**src/rtl/dma_pkg.sv**
```systemverilog
// Shared types and helpers for the 8237A channel register file.
package dma_pkg;

  localparam int NUM_CH = 4;
  localparam int AW     = 16;
  localparam int CW     = 16;

  typedef logic [AW-1:0] addr_t;
  typedef logic [CW-1:0] cnt_t;

  typedef enum logic {BP_LOW, BP_HIGH} bp_t;

  function automatic addr_t step_addr(input addr_t a, input logic dec);
    return dec ? (a - addr_t'(1)) : (a + addr_t'(1));
  endfunction

endpackage

```
**src/rtl/dma_ch_regs.sv**
```systemverilog
// One DMA channel: base/current address and word count, byte-wide programming,
// per-transfer stepping and terminal-count detection. Reload on TC needs DMA_AUTOINIT_EN.
module dma_ch_regs
  import dma_pkg::*;
(
  input  logic          i_clk,
  input  logic          i_rst,
  input  logic          i_wrAddr,
  input  logic          i_wrCnt,
  input  logic          i_hiByte,
  input  logic [7:0]    i_data,
  input  logic          i_step,
  input  logic          i_dec,
  input  logic          i_autoinit,
  output logic [AW-1:0] o_currAddr,
  output logic [CW-1:0] o_currCnt,
  output logic          o_tcHit
);

  addr_t r_baseAddr;
  addr_t r_currAddr;
  cnt_t  r_baseCnt;
  cnt_t  r_currCnt;
  logic  w_reload;

  // A count write landing on the same edge as a step suppresses the terminal count.
  assign o_tcHit = i_step && !i_wrCnt && (r_currCnt == '0);

`ifdef DMA_AUTOINIT_EN
  assign w_reload = o_tcHit && i_autoinit;
`else
  logic w_unusedAutoinit;
  assign w_unusedAutoinit = i_autoinit;
  assign w_reload = 1'b0;
`endif

  always_ff @(posedge i_clk or posedge i_rst) begin
    if (i_rst) begin
      r_baseAddr <= '0;
      r_currAddr <= '0;
    end else if (i_wrAddr) begin
      if (i_hiByte) begin
        r_baseAddr[15:8] <= i_data;
        r_currAddr[15:8] <= i_data;
      end else begin
        r_baseAddr[7:0] <= i_data;
        r_currAddr[7:0] <= i_data;
      end
    end else if (w_reload) begin
      r_currAddr <= r_baseAddr;
    end else if (i_step) begin
      r_currAddr <= step_addr(r_currAddr, i_dec);
    end
  end

  always_ff @(posedge i_clk or posedge i_rst) begin
    if (i_rst) begin
      r_baseCnt <= '0;
      r_currCnt <= '0;
    end else if (i_wrCnt) begin
      if (i_hiByte) begin
        r_baseCnt[15:8] <= i_data;
        r_currCnt[15:8] <= i_data;
      end else begin
        r_baseCnt[7:0] <= i_data;
        r_currCnt[7:0] <= i_data;
      end
    end else if (w_reload) begin
      r_currCnt <= r_baseCnt;
    end else if (i_step) begin
      r_currCnt <= r_currCnt - cnt_t'(1);
    end
  end

  assign o_currAddr = r_currAddr;
  assign o_currCnt  = r_currCnt;

endmodule

```
**src/rtl/dma_addr_count_regs.sv**
```systemverilog
// 8237A channel register file: byte-pointer FF, strobe edge detection, read mux, TC status.
// Optional auto-initialise reload on terminal count is enabled by defining DMA_AUTOINIT_EN.
module dma_addr_count_regs #(
  parameter int NUM_CH = dma_pkg::NUM_CH,
  parameter int AW     = dma_pkg::AW,
  parameter int CW     = dma_pkg::CW
) (
  input  logic              i_clk,
  input  logic              i_rst,
  input  logic [NUM_CH-1:0] i_wrAddr,
  input  logic [NUM_CH-1:0] i_rdAddr,
  input  logic [NUM_CH-1:0] i_wrCnt,
  input  logic [NUM_CH-1:0] i_rdCnt,
  input  logic              i_clrBp,
  input  logic              i_setBp,
  input  logic              i_mclr,
  input  logic              i_rdStatus,
  input  logic [7:0]        i_dbIn,
  output logic [7:0]        o_dbOut,
  input  logic              i_xferStep,
  input  logic [1:0]        i_xferCh,
  input  logic [NUM_CH-1:0] i_addrDec,
  input  logic [NUM_CH-1:0] i_autoinit,
  output logic [AW-1:0]     o_currAddr,
  output logic              o_tc,
  output logic [NUM_CH-1:0] o_tcStatus
);

  import dma_pkg::*;

  logic [NUM_CH-1:0] w_wrAddr, w_rdAddr, w_wrCnt, w_rdCnt;
  logic              w_clrBp, w_setBp, w_mclr, w_rdStatus, w_step;
  logic [NUM_CH-1:0] r_wrAddrQ, r_rdAddrQ, r_wrCntQ, r_rdCntQ;
  logic              r_clrBpQ, r_setBpQ, r_mclrQ, r_rdStatusQ;
  logic [NUM_CH-1:0] w_wrAddrFall, w_rdAddrFall, w_wrCntFall, w_rdCntFall;
  logic              w_clrBpFall, w_setBpFall, w_mclrFall, w_rdStatusFall, w_access;
  bp_t               r_bp;
  logic [7:0]        r_dbIn;
  logic [AW-1:0]     w_currAddr [NUM_CH];
  logic [CW-1:0]     w_currCnt  [NUM_CH];
  logic [NUM_CH-1:0] w_tcHit;
  logic              r_tc;
  logic [NUM_CH-1:0] r_tcStatus;

  // The decoder drives X while gated, so only a solid 1 counts as an active strobe.
  always_comb begin
    w_wrAddr   = '0;
    w_rdAddr   = '0;
    w_wrCnt    = '0;
    w_rdCnt    = '0;
    for (int n = 0; n < NUM_CH; n++) begin
      w_wrAddr[n] = (i_wrAddr[n] === 1'b1);
      w_rdAddr[n] = (i_rdAddr[n] === 1'b1);
      w_wrCnt[n]  = (i_wrCnt[n]  === 1'b1);
      w_rdCnt[n]  = (i_rdCnt[n]  === 1'b1);
    end
    w_clrBp    = (i_clrBp    === 1'b1);
    w_setBp    = (i_setBp    === 1'b1);
    w_mclr     = (i_mclr     === 1'b1);
    w_rdStatus = (i_rdStatus === 1'b1);
    w_step     = (i_xferStep === 1'b1);
  end

  always_ff @(posedge i_clk or posedge i_rst) begin
    if (i_rst) begin
      r_wrAddrQ   <= '0;
      r_rdAddrQ   <= '0;
      r_wrCntQ    <= '0;
      r_rdCntQ    <= '0;
      r_clrBpQ    <= 1'b0;
      r_setBpQ    <= 1'b0;
      r_mclrQ     <= 1'b0;
      r_rdStatusQ <= 1'b0;
    end else begin
      r_wrAddrQ   <= w_wrAddr;
      r_rdAddrQ   <= w_rdAddr;
      r_wrCntQ    <= w_wrCnt;
      r_rdCntQ    <= w_rdCnt;
      r_clrBpQ    <= w_clrBp;
      r_setBpQ    <= w_setBp;
      r_mclrQ     <= w_mclr;
      r_rdStatusQ <= w_rdStatus;
    end
  end

  assign w_wrAddrFall   = r_wrAddrQ & ~w_wrAddr;
  assign w_rdAddrFall   = r_rdAddrQ & ~w_rdAddr;
  assign w_wrCntFall    = r_wrCntQ  & ~w_wrCnt;
  assign w_rdCntFall    = r_rdCntQ  & ~w_rdCnt;
  assign w_clrBpFall    = r_clrBpQ    & ~w_clrBp;
  assign w_setBpFall    = r_setBpQ    & ~w_setBp;
  assign w_mclrFall     = r_mclrQ     & ~w_mclr;
  assign w_rdStatusFall = r_rdStatusQ & ~w_rdStatus;
  assign w_access = |{w_wrAddrFall, w_rdAddrFall, w_wrCntFall, w_rdCntFall};

  always_ff @(posedge i_clk or posedge i_rst) begin
    if (i_rst) begin
      r_bp <= BP_LOW;
    end else if (w_mclrFall || w_clrBpFall) begin
      r_bp <= BP_LOW;
    end else if (w_setBpFall) begin
      r_bp <= BP_HIGH;
    end else if (w_access) begin
      r_bp <= (r_bp == BP_LOW) ? BP_HIGH : BP_LOW;
    end
  end

  // Holding the data while any write strobe is high keeps the value from its last high cycle.
  always_ff @(posedge i_clk or posedge i_rst) begin
    if (i_rst) begin
      r_dbIn <= '0;
    end else if (|w_wrAddr || |w_wrCnt) begin
      r_dbIn <= i_dbIn;
    end
  end

  for (genvar n = 0; n < NUM_CH; n++) begin : g_ch
    dma_ch_regs u_ch (
      .i_clk      (i_clk),
      .i_rst      (i_rst),
      .i_wrAddr   (w_wrAddrFall[n]),
      .i_wrCnt    (w_wrCntFall[n]),
      .i_hiByte   (r_bp == BP_HIGH),
      .i_data     (r_dbIn),
      .i_step     (w_step && (i_xferCh == 2'(n))),
      .i_dec      (i_addrDec[n]),
      .i_autoinit (i_autoinit[n]),
      .o_currAddr (w_currAddr[n]),
      .o_currCnt  (w_currCnt[n]),
      .o_tcHit    (w_tcHit[n])
    );
  end

  // Later assignments override earlier ones, so the lowest-index address read wins.
  always_comb begin
    o_dbOut = 8'h00;
    for (int n = NUM_CH - 1; n >= 0; n--) begin
      if (w_rdCnt[n]) o_dbOut = (r_bp == BP_HIGH) ? w_currCnt[n][15:8] : w_currCnt[n][7:0];
    end
    for (int n = NUM_CH - 1; n >= 0; n--) begin
      if (w_rdAddr[n]) o_dbOut = (r_bp == BP_HIGH) ? w_currAddr[n][15:8] : w_currAddr[n][7:0];
    end
    if (i_rst) o_dbOut = 8'h00;
  end

  always_ff @(posedge i_clk or posedge i_rst) begin
    if (i_rst) begin
      r_tc       <= 1'b0;
      r_tcStatus <= '0;
    end else begin
      r_tc <= |w_tcHit;
      if (w_mclrFall) r_tcStatus <= '0;
      else            r_tcStatus <= (w_rdStatusFall ? '0 : r_tcStatus) | w_tcHit;
    end
  end

  assign o_currAddr = w_currAddr[i_xferCh];
  assign o_tc       = r_tc;
  assign o_tcStatus = r_tcStatus;

endmodule

```
**config.mk**
```make
export PLATFORM = sky130hd
export DESIGN_NAME = dma_addr_count_regs
export DESIGN_NICKNAME = d
export VERILOG_FILES = /design/src/rtl/dma_pkg.sv /design/src/rtl/dma_ch_regs.sv /design/src/rtl/dma_addr_count_regs.sv
export SDC_FILE = /design/constraint.sdc
export NUM_CORES = 1
export LEC_CHECK = 0
export ABC_AREA = 0
export CAP_MARGIN = 20
export CORE_UTILIZATION = 40
export CTS_CLUSTER_DIAMETER = 80
export DETAILED_ROUTE_END_ITERATION = 8
export PLACE_DENSITY = 0.55
export SLEW_MARGIN = 20
export SYNTH_ARGS = -nofsm -noshare
export SYNTH_HDL_FRONTEND = slang
export SYNTH_SLANG_ARGS = --single-unit
```
**constraint.sdc**
```tcl
create_clock -name i_clk -period 15.17 [get_ports i_clk]
set_input_delay 3.034 -clock i_clk [delete_from_list [all_inputs] [get_ports i_clk]]
set_output_delay 3.034 -clock i_clk [all_outputs]
set_load 0.005 [all_outputs]
```
# After elaboration in Yosys (flattened, before gate mapping)
# Cells that the tools add are included.
dict set report classes {
  add_sub_neg 12
  n_mul 0
  div_mod_pow 0
  magnitude_cmp 1
  n_eq_ne 40
  shift 0
  n_mux 48
  bitwise 18
  reduce_logical 52
}
# cell n
set op_table {}
lappend op_table {{$mux 16} 22}
lappend op_table {{$mux 8} 19}
lappend op_table {{$sub 16x1->16 const B} 8}
lappend op_table {{$add 16x1->16 const B} 4}
lappend op_table {{$logic_not 16->1} 4}
lappend op_table {{$bmux 16 s2} 1}
lappend op_table {{$reduce_and 2->1} 16}
lappend op_table {{$eqx 1x1->1 const B} 21}
lappend op_table {{$and 4x4->4} 4}
lappend op_table {{$ne 2x1->1 const B} 8}
lappend op_table {{$ne 2x2->1 const B} 8}
lappend op_table {{$not 4->4} 4}
lappend op_table {{$reduce_bool 2->1} 8}
lappend op_table {{$reduce_or 16->1} 1}
lappend op_table {{$logic_and 1x1->1} 12}
lappend op_table {{$reduce_or 4->1} 3}
lappend op_table {{$mux 4} 2}
lappend op_table {{$and 1x1->1} 4}
lappend op_table {{$eq 2x2->1 const B} 2}
lappend op_table {{$logic_not 1->1} 4}
lappend op_table {{$mux 1} 4}
lappend op_table {{$not 1->1} 4}
lappend op_table {{$or 4x4->4} 1}
lappend op_table {{$ge 3x3->1 const B} 1}
lappend op_table {{5 further kinds} 6}
dict set report word_totals {
  register_bits 162
  latchBits 0
  ram_bits 0
  mem_bits_ro 0
  inputBits 41
  word_cells 199
  memories 0
}

# Depth between registers and ports, before layout
dict set report depth {
  ltp_word 10
  depth_mapped 10
}

# By module
# A second synthesis with hierarchy kept.
dict set report unflattened {
  cells_unflattened 1411
  area_unflattened_um2 12599.6
}
# module instances cells_each area_each_um2 seq_area_each_um2
set by_module_without_submodules {}
lappend by_module_without_submodules {{dma_ch_regs at g_ch[1].u_ch ...} 3 287 2437.3 800.8}
lappend by_module_without_submodules {dma_addr_count_regs 1 255 2879.0 850.8}
lappend by_module_without_submodules {{dma_ch_regs at g_ch[0].u_ch} 1 295 2408.6 800.8}

# Least setup slack after synthesis
# No wires, ideal clock.
dict set report synth_timing {
  path_kind {input to output}
  startpoint {input i_rdCnt[2]}
  endpoint {output o_dbOut[2]}
  arrival_ns 4.518
  required_time_ns 12.136
  slack_ns 7.618
  stages 9
  path_buffers 1
  path_cell_list {nand2b_1 -> clkbuf_1 -> o22ai_1 -> nor2_1 -> a211oi_1 -> a211oi_1 -> a211oi_1 -> a2111oi_0 -> a2111oi_0}
}
dict set report synth_between {
  elab_chain_cells 9
}
# element line_no
set synth_lines {}
lappend synth_lines {{start: declaration} dma_addr_count_regs.sv:13} ;# input logic [NUM_CH-1:0] i_rdCnt,
lappend synth_lines {{$eqx 1x1->1} dma_addr_count_regs.sv:55} ;# w_rdCnt[n] = (i_rdCnt[n] === 1'b1);
lappend synth_lines {{$mux 8 (3 in series)} dma_addr_count_regs.sv:138} ;# if (w_rdCnt[n]) o_dbOut = (r_bp == BP_HIGH) ? w_currCnt[n][15:8] : w_currCnt[n][7:0];
lappend synth_lines {{$mux 8 (4 in series)} dma_addr_count_regs.sv:141} ;# if (w_rdAddr[n]) o_dbOut = (r_bp == BP_HIGH) ? w_currAddr[n][15:8] : w_currAddr[n][7:0];
lappend synth_lines {{$mux 8} dma_addr_count_regs.sv:143} ;# if (i_rst) o_dbOut = 8'h00;
lappend synth_lines {{end: declaration} dma_addr_count_regs.sv:19} ;# output logic [7:0] o_dbOut,
# No other way between the ends.

# Final worst setup path
dict set report layout_timing {
  startpoint {input i_rdCnt[1]}
  endpoint {output o_dbOut[0]}
}
dict set report layout_between {
  elab_chain_cells 8
}
# element line_no
set layout_lines {}
lappend layout_lines {{$eqx 1x1->1} dma_addr_count_regs.sv:55}
lappend layout_lines {{$mux 8 (2 in series)} dma_addr_count_regs.sv:138}
lappend layout_lines {{$mux 8 (4 in series)} dma_addr_count_regs.sv:141}
lappend layout_lines {{$mux 8} dma_addr_count_regs.sv:143}
# No other way between the ends.

==> run_results.csv <==
group,metric,value,unit
outcome,outcome,"completed",
synth,synth-xor-area-share,0.0280,
cells_and_area,drive_above_1_share,0.0705,
cells_and_area,antenna_cells,0,
worst_setup_path,critPathKind,"in -> out",
detailed_routing,routed_wl,40.6,mm
detailed_routing,drtIter0Drc,1003,
power,ir_drop,90.0,µV
worst_setup_path,reg2reg_depth,6,
global_routing,antenna_found_initial,0,
timing,drv_slew,0,
floorplanning,die_h,177,µm
timing,rsz0062_at_grt,"false",
synth,ys_async_sr_fraction,1.00,
synth,yosys_warnings,0,
cells_and_area,n_fill_cell,2946,
timing,finalCritPeriodShare,0.619,
worst_setup_path,crit_top_cell,"o21ai_0",
floorplanning,rows,63,
cts,cts_setup_buffers,0,
cells_and_area,fin_nets,1585,
floorplanning,fp.dieW,177,µm
synth,synthTopCellsByArea,"dfrtp_1, ha_1, nand2_1",
cells_and_area,areaGrowthSynthToFinish,13.0,%
worst_setup_path,arrival,6.35,ns
timing,fin_tns_setup,0,ns
worst_setup_path,critPathTopFamily,"compound AO/OA/AOI/OAI gates",
hold_path,min-delay-path-class,"reg -> reg",
synth,synth_top_area_cell,"dfrtp_1",
synth,syn_nets,1561,
floorplanning,io_pins,70,
timing,fin_crit,9.39,ns
cts,path_clk_slew,0.07,ns
worst_setup_path,cp-start-kind,"primary input",
synth,syn_area_per_cell,8.41,µm²
synth,synth_ff_type,"dfrtp_1",
timing,worst_slack,5.78,ns
cts,cts_hold_buffers,0,
worst_setup_path,cp_slowest_stage_delay,0.91,ns
job,maxCapViolCount,0,
cts,clock_latency,0.45,ns
worst_setup_path,crit_path_max_fanout,18,
timing,clock.fmax,0.107,GHz
power,p_per_area,171,mW/mm²
synth,synth_area,0.0122,mm²
global_routing,gr-total-overflow,0,
placement,hpwlAfterDp,29.0,mm
cts,cts_resized,0,
power,total_power,2.35,mW
placement,gp_congestion,0.883,
placement,pre_cts_ws,5.85,ns
cts,cts_tree,"yes",
synth,synth_cells,1452,
synth,synth.distinct_cells,75,
timing,whs,0.522,ns
synth,ys_top_cells_by_count,"nand2_1, dfrtp_1, nor2_1, o21ai_0, a21oi_1",
cts,htree_levels,4,
synth,synth_mux_area_frac,0.0890,
placement,port_buffers,65,
detailed_routing,wl_per_cell,21.6,µm
cts,numCtsBuffers,17,
synth,yosysTopAreaCellShare,0.332,
synth,synth_most_common_cell,"nand2_1",
synth,ys_seq_area_frac,0.332,
worst_setup_path,crit_cells,9,
global_routing,first_global_vias,10734,
synth,synth_top_family_by_area,"compound AO/OA/AOI/OAI gates",
synth,synth_compound_area_frac,0.237,
cts,root_buffer,"clkbuf_16",
synth,synth-seq-cells,162,
floorplanning,dieArea,0.0312,mm²
global_routing,grt_max_degree,68,
worst_setup_path,cp_cell_sequence,"clkdlybuf4s50_1 -> o211ai_1 -> o21ai_0 -> o21ai_0 -> o21ai_0 -> o21ai_0 -> nor3_1 -> a2111oi_0 -> clkdlybuf4s50_1",
cells_and_area,postLayoutCellArea,0.0138,mm²
detailed_routing,drcViolationCount,0,
timing,finalSetupViolCount,0,
worst_setup_path,cp_data_required_time,12.14,ns
timing,worst_pin_slew,1.19,ns
global_routing,grt_pass1_wl,63.1,mm
timing,hold_viol,0,
hold_path,min_path_cells,2,
synth,synth_fa_ha_area_frac,0.0722,
detailed_routing,via_count,11535,
detailed_routing,drt_pass1_iterations,5,
timing,skew,0.0152,ns
worst_setup_path,crit_slowest_cell,"a2111oi_0",
cts,clock-sinks,162,
synth,synth_simple_gate_area_share,0.207,
cts,clock_path_buffers,2,
floorplanning,start_util,0.410,
worst_setup_path,cp-end-kind,"primary output",
synth,synth_edf_count,0,
timing,maxSlewHeadroom,0.204,
detailed_routing,postRouteAntennaNets,0,
floorplanning,fp.coreArea,0.0298,mm²
power,p_leak,5.54,nW
detailed_routing,vias_per_cell,6.14,
global_routing,grt_util_all_layers,0.265,
worst_setup_path,path_buf_inv,2,
placement,dpl_cell_area,0.0132,mm²
state kept, by name, indices dropped and copies added, names as in the netlist:
name	flops
r_rdAddrQ	4
r_rdCntQ	4
g_ch.u_ch.o_currAddr	64
o_tc	1
r_clrBpQ	1
r_rdStatusQ	1
r_setBpQ	1
r_dbIn	8
r_mclrQ	1
r_wrCntQ	4
r_wrAddrQ	4
g_ch.u_ch.o_currCnt	64
o_tcStatus	4
r_bp	1
final timing paths:
check	from	endpoint	slack [ns]
max reg2reg	r_bp	g_ch[3].u_ch.o_currCnt[15]	11.67
max	i_rdCnt[1]	o_dbOut[0]	5.78
min reg2reg	o_tcStatus[1]	o_tcStatus[1]	0.52
min	o_tcStatus[1]	o_tcStatus[1]	0.52
min in group asynchronous	i_rst	g_ch[0].u_ch.o_currAddr[15]	3.30
max in group asynchronous	i_rst	r_bp	10.60
worst reg2reg max path: cells and delay by family (launching register included):
family                 cells  cell delay (ns)
AOI/OAI and AO/OA          2             0.31
and+or+nand+nor            2             0.77
DFF                        1             0.78
buffers and inverters      2             1.49
cells by family (layout without fill, tap and decap cells):
family                   count (synthesis)  in the layout
AO/OA/AOI/OAI                          452            452
flip-flops                             162            162
multiplexers                            85             85
adder cells (fa/ha/maj)                 68             68
XOR/XNOR                                39             39
buffers and inverters                  105            142
AND/OR/NAND/NOR                        541            541
through the flow:
| stage | util | cells |
|---|---|---|
| final | 0.463 | 1879 |
| after global routing | 0.463 | 1879 |
| after global placement | 0.442 | 1847 |
| after CTS | 0.463 | 1879 |
| after floorplan | - | 1452 |
| after detailed placement | 0.442 | 1847 |
cells in the final DEF (no fill, tap or decap), types with 19 or more instances in the layout:
| master | count |
|---|---|
| inv_1 | 27 |
| xnor2_1 | 22 |
| mux2i_1 | 44 |
| a21oi_1 | 103 |
| o22ai_1 | 19 |
| o211ai_1 | 30 |
| a211oi_1 | 24 |
| nand2_1 | 181 |
| nand3_1 | 42 |
| nor2b_1 | 24 |
| dfrtp_1 | 161 |
| nor2_1 | 143 |
| a31oi_1 | 39 |
| o21ai_0 | 104 |
| mux2_2 | 24 |
| clkdlybuf4s50_1 | 65 |
| nor3_1 | 35 |
| ha_1 | 64 |
final cells by class:
| type | instances | area, µm² | share of cell area |
|---|---|---|---|
| multi-input combinational | 1185 | 7730 | 0.561 |
| sequential | 162 | 4060 | 0.294 |
| tap | 390 | 488 | 0.0354 |
| clock buffer | 17 | 425 | 0.0309 |
| timing repair buffer | 81 | 771 | 0.0559 |
| inverter | 29 | 114 | 0.00826 |
| clock inverter | 15 | 200 | 0.0145 |
layer usage:
metal,global-route usage,vias to the layer above,part of all wire
met4,0.0718,0,0.020
met3,0.0436,52,0.062
met1,0.381,5632,0.47
met2,0.409,366,0.45
li1,-,5485,-
met5,0,-,0
power breakdown:
group,switching (mW),internal (mW)
Sequential,0.230,0.563
Combinational,0.567,0.520
Clock,0.209,0.264
(Power assumes the default switching activity.)
